==> src/rtl/if_fetch_unit_pkg.sv <==
// Shared definitions for the instruction-fetch stage: FSM encoding,
// the NOP word used when IF/ID carries nothing, and word-size constants.
package if_fetch_unit_pkg;

  typedef enum logic [1:0] {
    FETCH = 2'd0,
    HOLD  = 2'd1,
    DRAIN = 2'd2
  } fetch_state_t;

  localparam logic [31:0] NOP_INSTR  = 32'h0000_0000;
  localparam logic [31:0] WORD_BYTES = 32'd4;

  // Redirect targets are captured word aligned; the low two bits are discarded.
  function automatic logic [31:0] align_word(input logic [31:0] addr);
    return addr & ~32'h0000_0003;
  endfunction

endpackage

==> src/rtl/if_fetch_unit.sv <==
// Instruction-fetch stage: owns the PC, runs the imem req/ack handshake and
// writes instruction + PC+4 into IF/ID, buffering one word across decode stalls.
module if_fetch_unit
  import if_fetch_unit_pkg::*;
#(
  parameter logic [31:0] RESET_PC = 32'h0000_0000
) (
  input  logic        clk,
  input  logic        reset,
  input  logic        stall,
  input  logic        redirect,
  input  logic [31:0] redirectPc,
  output logic        imemReq,
  output logic [31:0] imemAddr,
  input  logic        imemAck,
  input  logic [31:0] imemData,
  output logic [31:0] instrOut,
  output logic [31:0] pcPlus4Out,
  output logic        ifidWrite,
  output logic        ifidFlush
);

  fetch_state_t state, state_next;
  logic [31:0]  pc, pc_next;
  logic [31:0]  target, target_next;
  logic [31:0]  instr_buf, instr_buf_next;
  logic [31:0]  pc_plus4;
  logic [31:0]  redirect_addr;

  assign pc_plus4      = pc + WORD_BYTES;
  assign redirect_addr = align_word(redirectPc);

  always_ff @(posedge clk) begin
    if (!reset) begin
      state     <= FETCH;
      pc        <= RESET_PC;
      target    <= 32'h0;
      instr_buf <= NOP_INSTR;
    end else begin
      state     <= state_next;
      pc        <= pc_next;
      target    <= target_next;
      instr_buf <= instr_buf_next;
    end
  end

  // A request already issued cannot be withdrawn, so a redirect arriving while
  // a fetch is outstanding parks the new address in target (DRAIN) until the
  // stale ack arrives and its data is thrown away.
  always_comb begin
    state_next     = state;
    pc_next        = pc;
    target_next    = target;
    instr_buf_next = instr_buf;
    imemReq        = 1'b0;
    imemAddr       = pc;
    instrOut       = NOP_INSTR;
    pcPlus4Out     = 32'h0;
    ifidWrite      = 1'b0;
    ifidFlush      = 1'b0;

    if (reset) begin
      ifidFlush = redirect;
      case (state)
        FETCH: begin
          imemReq    = 1'b1;
          instrOut   = imemData;
          pcPlus4Out = pc_plus4;
          if (imemAck) begin
            if (redirect) begin
              pc_next = redirect_addr;
            end else if (stall) begin
              instr_buf_next = imemData;
              state_next     = HOLD;
            end else begin
              ifidWrite = 1'b1;
              pc_next   = pc_plus4;
            end
          end else if (redirect) begin
            target_next = redirect_addr;
            state_next  = DRAIN;
          end
        end

        HOLD: begin
          instrOut   = instr_buf;
          pcPlus4Out = pc_plus4;
          if (redirect) begin
            pc_next    = redirect_addr;
            state_next = FETCH;
          end else if (!stall) begin
            ifidWrite  = 1'b1;
            pc_next    = pc_plus4;
            state_next = FETCH;
          end
        end

        DRAIN: begin
          imemReq = 1'b1;
          if (imemAck) begin
            pc_next    = redirect ? redirect_addr : target;
            state_next = FETCH;
          end else if (redirect) begin
            target_next = redirect_addr;
          end
        end

        default: begin
          state_next = FETCH;
        end
      endcase
    end
  end

endmodule

==> config.mk <==
export PLATFORM = sky130hd
export DESIGN_NAME = if_fetch_unit
export DESIGN_NICKNAME = d
export VERILOG_FILES = /design/src/rtl/if_fetch_unit_pkg.sv /design/src/rtl/if_fetch_unit.sv
export SDC_FILE = /design/constraint.sdc
export NUM_CORES = 1
export LEC_CHECK = 0
export CAP_MARGIN = 20
export CORE_ASPECT_RATIO = 1.2
export CORE_MARGIN = 3
export CORE_UTILIZATION = 51
export DETAILED_ROUTE_END_ITERATION = 8
export GPL_ROUTABILITY_DRIVEN = 0
export PLACE_DENSITY_LB_ADDON = 0.2
export SLEW_MARGIN = 30
export SYNTH_ARGS = -nofsm -noshare
export SYNTH_HDL_FRONTEND = slang
export SYNTH_SLANG_ARGS = --single-unit
==> constraint.sdc <==
create_clock -name clk -period 3.6 [get_ports clk]
set_input_delay 0.72 -clock clk [delete_from_list [all_inputs] [get_ports clk]]
set_output_delay 0.72 -clock clk [all_outputs]
set_load 0.005 [all_outputs]
==> results of run 1 <==
## logic make-up (layout without fill, tap and decap cells)
logic type	Yosys count	count (layout)	synth area share [%]
flops	98	98	35.3
fa+ha+maj	1	1	0.225
compound gates	175	175	18.8
buf+inv	72	209	5.18
simple gates	370	370	29.9
xor+xnor	27	27	4.26
mux	35	35	6.33
## worst register-to-register path, stage by stage, from the launching register on
cell and delay (ns):
dfxtp_1 0.38, or2b_1 0.59, nand2b_1 0.59, or4_1 0.57
mux2_2 0.28, o311ai_1 0.09
## through the flow
| stage | hold slack [ns] | utilization (%) | std cells |
|---|---|---|---|
| floorplan | 0.432 | - | 778 |
| global placement | 0.437 | 69.0 | 1029 |
| detailed placement | 0.443 | 69.0 | 1029 |
| CTS | 0.452 | 71.8 | 1044 |
| global route | 0.474 | 72.0 | 1044 |
| finish | 0.452 | 72.0 | 1044 |
## state kept, by name, summed over array words and instances, names as in the netlist
signal     cells
imemAddr      32
instr_buf     32
target        32
state          2
## metal layers
| layer | vias to the layer above | global-route usage [%] | part of all wire (%) |
|---|---|---|---|
| met5 | - | 0 | 0 |
| met2 | 306 | 46.6 | 50 |
| li1 | 2958 | - | - |
| met4 | 0 | 9.98 | 2.4 |
| met1 | 2884 | 34.1 | 38 |
| met3 | 35 | 6.46 | 9.5 |
## cells in the final DEF, fill, tap and decap left out, types with 12 or more instances in the layout
cell type,instances
nor2_1,83
xor2_1,14
xnor2_1,13
nand4_1,12
nand3_1,19
mux2i_1,34
a21oi_1,95
clkdlybuf4s50_1,164
o21ai_0,32
buf_4,21
nor3_1,13
nand2_1,180
dfxtp_1,96
## report_power, final
group	internal (mW)	switching [mW]	total [mW]
Sequential	1.13	0.0495	1.18
Combinational	0.252	0.241	0.493
Clock	0.554	0.410	0.964
## worst max-delay path by stage
stage	start	slack, ns	end
after floorplan	imemAddr[2]	1.12	pcPlus4Out[28]
after global placement	reset	0.45	instrOut[18]
after detailed placement	reset	0.42	instrOut[18]
after CTS	imemAddr[2]	0.1	pcPlus4Out[28]
after global routing	imemAddr[16]	-0.04	pcPlus4Out[31]
final	imemAddr[16]	0.20	pcPlus4Out[31]
## layout make-up
type	count	area share, %
Clock buffer	11	3.19
Timing Repair Buffer	187	24.0
Inverter	7	0.345
Multi-Input combinational cell	608	43.8
Sequential cell	98	25.8
Tap cell	129	2.12
Clock inverter	4	0.691
## what timing repair did
item / CTS / global route
buffers inserted: 0 / 0
resized for setup: 0 / 4
endpoints found under the setup margin: 0 / 8
==> metrics.cfg, run 1 <==
[setup_path]
cp.required_ns = 2.88
crit_path_end_kind = output port
path_class = reg2out
slowest_stage = nor4_2
worstPathMaxFanout = 8
crit_top_cell = nand4_1
worstReg2RegEnd = imemAddr[18]
reg2reg_depth = 5
arrival_ns = 2.68
r2r_start = state[1]
cp.depth = 6
cp_top_family = simple AND/OR/NAND/NOR gates
crit_buf_inv = 1
crit_chain = nand4_1 > nor4_2 > nand4_1 > xor2_1 > nor2_1 > clkdlybuf4s50_1
critPathLaunchType = flop
cpPeakStageDelay_ns = 0.50
worst-r2r-setup-slack_ns = 1.00

[finish]
fin_nets = 981
final_area_um2 = 7610
regArea_um2 = 1960
drive_gt1_share_pct = 6.01
syn2layout_area_growth_pct = 37.0
multiInputGateArea_um2 = 3330
num_antenna_cells = 0
fillerInstances = 880

[timing]
worst_pin_slew_ns = 0.794
grt_setup_unrepaired = true
hold_violations = 0
drv_slew = 0
finalClockSkew_ns = 0.00605
period_share_pct = 94.5
setup_viol = 0
fin_ws_ns = 0.199
slew-limit-headroom_pct = 47.1
fin_tns_setup_ns = 0
min_period_ns = 3.40
fmaxAchievable_mhz = 294

[run]
cap_violations = 0

[clock_network]
numClockSinks = 98
hold_buffers = 0
cts_tree = yes
clk_path_buf_depth = 2
worstSkewPairLatency_ns = 0.34
cts_max_level = 3
clk_pin_slew_ns = 0.07
clockRootBuffer = clkbuf_16
numCtsBuffers = 9

[logic_synthesis]
synthTopCellsByArea = dfxtp_1 35%, nand2_1 12%, a21oi_1 8.6%
synth_top_area_share_pct = 35.3
synth.distinct_cells = 60
syn-num-nets = 848
seq_area_frac_synth_pct = 35.3
avgSynthCellArea_um2 = 7.14
post-synth-top-area-cell = dfxtp_1
synthTopCellsByCount = 180 x nand2_1, 98 x dfxtp_1, 95 x a21oi_1
synth_seq_cells = 98
ys_warn_count = 0
syn_area_um2 = 5550
synth.most_common_cell = nand2_1
async_flop_share_pct = 0
yosys_most_used_dff = dfxtp_1
syn_inst = 778
synth_edf_count = 0

[route]
first_pass_iters = 8
drtIter0Drc = 425
wl_per_cell_um = 16.4
ant_nets = 0
viasPerCell = 5.92
drt-total-wl_mm = 17.1
vias = 6183
drc_errors = 0

[pwr]
leakagePower_nw = 2.55
power_density_nw_per_um2 = 347
finalPower_mw = 2.64
ir_worst_vdd_uv = 244

[die]
coreArea_um2 = 10600
start_util_pct = 52.5
rows = 41
dieHeight_um = 120
die-area_um2 = 12200
die_w_um = 101
io_pins = 168

[global_routing]
grt_max_degree = 82
grt_pass1_vias = 5747
grtUsageTotal_pct = 27.7
overflow = 0
grt_pass1_wl_mm = 27.6
grt_antenna_before_repair = 0

[min_path]
hp-class = reg2reg
min_path_cells = 2
hold_end = target[27]
holdCritStartpoint = target[27]

[placed_design]
post-place-ws_ns = 0.424
placed_area_um2 = 7290
io_buffers = 165
dp_hpwl_mm = 11.9

[run_status]
status = complete, no violations

No activity file was read; power rests on OpenSTA's default activity.
==> run 2, diff against run 1 <==
--- a/config.mk
+++ b/config.mk
@@ -12,6 +12,7 @@
 export DETAILED_ROUTE_END_ITERATION = 8
 export GPL_ROUTABILITY_DRIVEN = 0
 export PLACE_DENSITY_LB_ADDON = 0.2
+export RECOVER_POWER = 50
 export SLEW_MARGIN = 30
 export SYNTH_ARGS = -nofsm -noshare
 export SYNTH_HDL_FRONTEND = slang
==> metrics.cfg, run 2 (synthesis results as in run 1) <==
[clock_network]
cts_max_level = 3  ; unchanged
numClockSinks = 98  ; unchanged
worstSkewPairLatency_ns = 0.34  ; about the same
numCtsBuffers = 9  ; unchanged
cts_tree = yes  ; unchanged
clk_pin_slew_ns = 0.07  ; about the same
post_cts_buffers = 0  ; unchanged
clk_path_buf_depth = 2  ; unchanged
clockRootBuffer = clkbuf_16  ; unchanged

[global_routing]
grt_max_degree = 82  ; unchanged
grt_antenna_before_repair = 0  ; unchanged
grt_pass1_wl_mm = 27.6  ; unchanged
grtUsageTotal_pct = 27.7  ; unchanged
overflow = 0  ; unchanged
grt_pass1_vias = 5747  ; unchanged

[setup_path]
reg2reg_depth = 7  ; was 5
cpPeakStageDelay_ns = 0.69  ; was 0.50 ns
worstReg2RegEnd = imemAddr[18]  ; unchanged
critPathLaunchType = input port  ; was flop
worst-r2r-setup-slack_ns = 0.38  ; was 1.00 ns
cp-endpoint = imemReq  ; was pcPlus4Out[31]
r2r_start = state[0]  ; was state[1]
cp.required_ns = 2.88  ; about the same
slowest_stage = dlygate4sd3_1  ; was nor4_2
path_class = in2out  ; was reg2out
crit_chain = dlygate4sd3_1 > clkbuf_1 > inv_2 > nor2_1 > clkdlybuf4s50_1  ; was nand4_1 > nor4_2 > nand4_1 > xor2_1 > nor2_1 > clkdlybuf4s50_1
worstPathMaxFanout = 11  ; was 8
arrival_ns = 2.76  ; was 2.68 ns
crit_start = reset  ; was imemAddr[16]
crit_path_end_kind = output port  ; unchanged

[route]
first_pass_iters = 5  ; was 8
drtIter0Drc = 455  ; was 425
drt-total-wl_mm = 17.1  ; about the same
viasPerCell = 5.88  ; was 5.92
wl_per_cell_um = 16.4  ; about the same
ant_nets = 0  ; unchanged
drc_errors = 0  ; unchanged
vias = 6141  ; was 6183

[die]
dieHeight_um = 120  ; unchanged
coreArea_um2 = 10600  ; unchanged
die-area_um2 = 12200  ; unchanged
io_pins = 168  ; unchanged
die_w_um = 101  ; unchanged
start_util_pct = 52.5  ; unchanged
rows = 41  ; unchanged

[placed_design]
dp_hpwl_mm = 11.9  ; unchanged
placed_area_um2 = 7290  ; unchanged
io_buffers = 165  ; unchanged
post-place-ws_ns = 0.424  ; unchanged

[timing]
hold_violations = 0  ; unchanged
min_period_ns = 3.48  ; was 3.40 ns
period_share_pct = 96.8  ; was 94.5%
slew-limit-headroom_pct = -19.6  ; was 47.1%
finalClockSkew_ns = 0.00605  ; about the same
fin_ws_ns = 0.116  ; was 0.199 ns
grt_setup_unrepaired = true  ; unchanged
worst_pin_slew_ns = 1.79  ; was 0.794 ns
drv_slew = 33  ; was 0
fmaxAchievable_mhz = 287  ; was 294 MHz
setup_viol = 0  ; unchanged
fin_tns_setup_ns = 0  ; unchanged

[finish]
syn2layout_area_growth_pct = 36.4  ; was 37.0%
final_cell_mix = 180 x nand2_1, 135 x clkdlybuf4s50_1, 96 x dfxtp_1, 95 x a21oi_1, 83 x nor2_1  ; was 180 x nand2_1, 164 x clkdlybuf4s50_1, 96 x dfxtp_1, 95 x a21oi_1, 83 x nor2_1
fin_nets = 981  ; unchanged
num_antenna_cells = 0  ; unchanged
final_common_cell = nand2_1  ; unchanged
drive_gt1_share_pct = 5.25  ; was 6.01%
final_area_um2 = 7570  ; was 7610 µm²

[run_status]
status = finished with violations  ; was complete, no violations
violations = capacitance limit, slew limit

[run]
cap_violations = 1  ; was 0

[min_path]
hp-class = reg2reg  ; unchanged

[pwr]
ir_worst_vdd_uv = 244  ; about the same
leakagePower_nw = 2.61  ; was 2.55 nW
finalPower_mw = 2.63  ; was 2.64 mW
power_density_nw_per_um2 = 347  ; about the same

==> run 2: changes by cell type in the layout (fill, tap and decap cells not counted), moves of 3 or more <==
cell and delta:
clkdlybuf4s50_1 -29, clkbuf_1 +4, dlygate4sd3_1 +29, buf_4 -7, clkbuf_2 +3
==> run 2: timing repair <==
action / in CTS / in global routing
gates resized for setup: 0 / 4
hold buffers: 0 / 0
setup endpoints to repair: 0 / 8
==> run 2: per-layer routing <==
| layer | GRT usage, % | vias up | wire length, µm |
|---|---|---|---|
| met2 | 46.6 | 292 | 8450 |
| met5 | 0 | - | 0 |
| li1 | - | 2965 | - |
| met3 | 6.46 | 32 | 1660 |
| met4 | 9.98 | 0 | 433 |
| met1 | 34.1 | 2852 | 6560 |
==> run 2: area by class of cell <==
class / count / area (µm²)
clock inverters: 4 / 52.6
well taps: 129 / 161
fillers: 889 / 2990
multi-input cells: 608 / 3330
inverters: 7 / 26.3
flip-flops and latches: 98 / 1960
repair buffers: 187 / 1800
clock buffers: 11 / 243
==> run 2: how the worst min path moves through the flow <==
stage                          start          to  slack [ns]  depth (start not counted)
after floorplan           target[17]  target[17]        0.43                          2
after global placement    target[31]  target[31]        0.44                          2
after detailed placement  target[27]  target[27]        0.44                          2
after CTS                 target[27]  target[27]        0.45                          2
after global routing      target[19]  target[19]        0.47                          2
final                     target[27]  target[27]        0.45                          2
==> run 2: metrics by stage <==
step	hold WS, ns	utilization, %	std cells
after CTS	0.452	71.8	1044
after global routing	0.474	71.7	1044
after global placement	0.437	69.0	1029
after detailed placement	0.443	69.0	1029
final	0.451	71.7	1044
after floorplan	0.432	-	778
==> run 2: critical path, delay by kind of cell <==
family | cells | cell delay (ns)
buffers and inverters | 4 | 1.92
AND/OR/NAND/NOR | 1 | 0.12
==> run 2: power breakdown <==
group	internal, mW	switching, mW
clock	0.554	0.413
sequential	1.13	0.0491
combinational	0.242	0.241
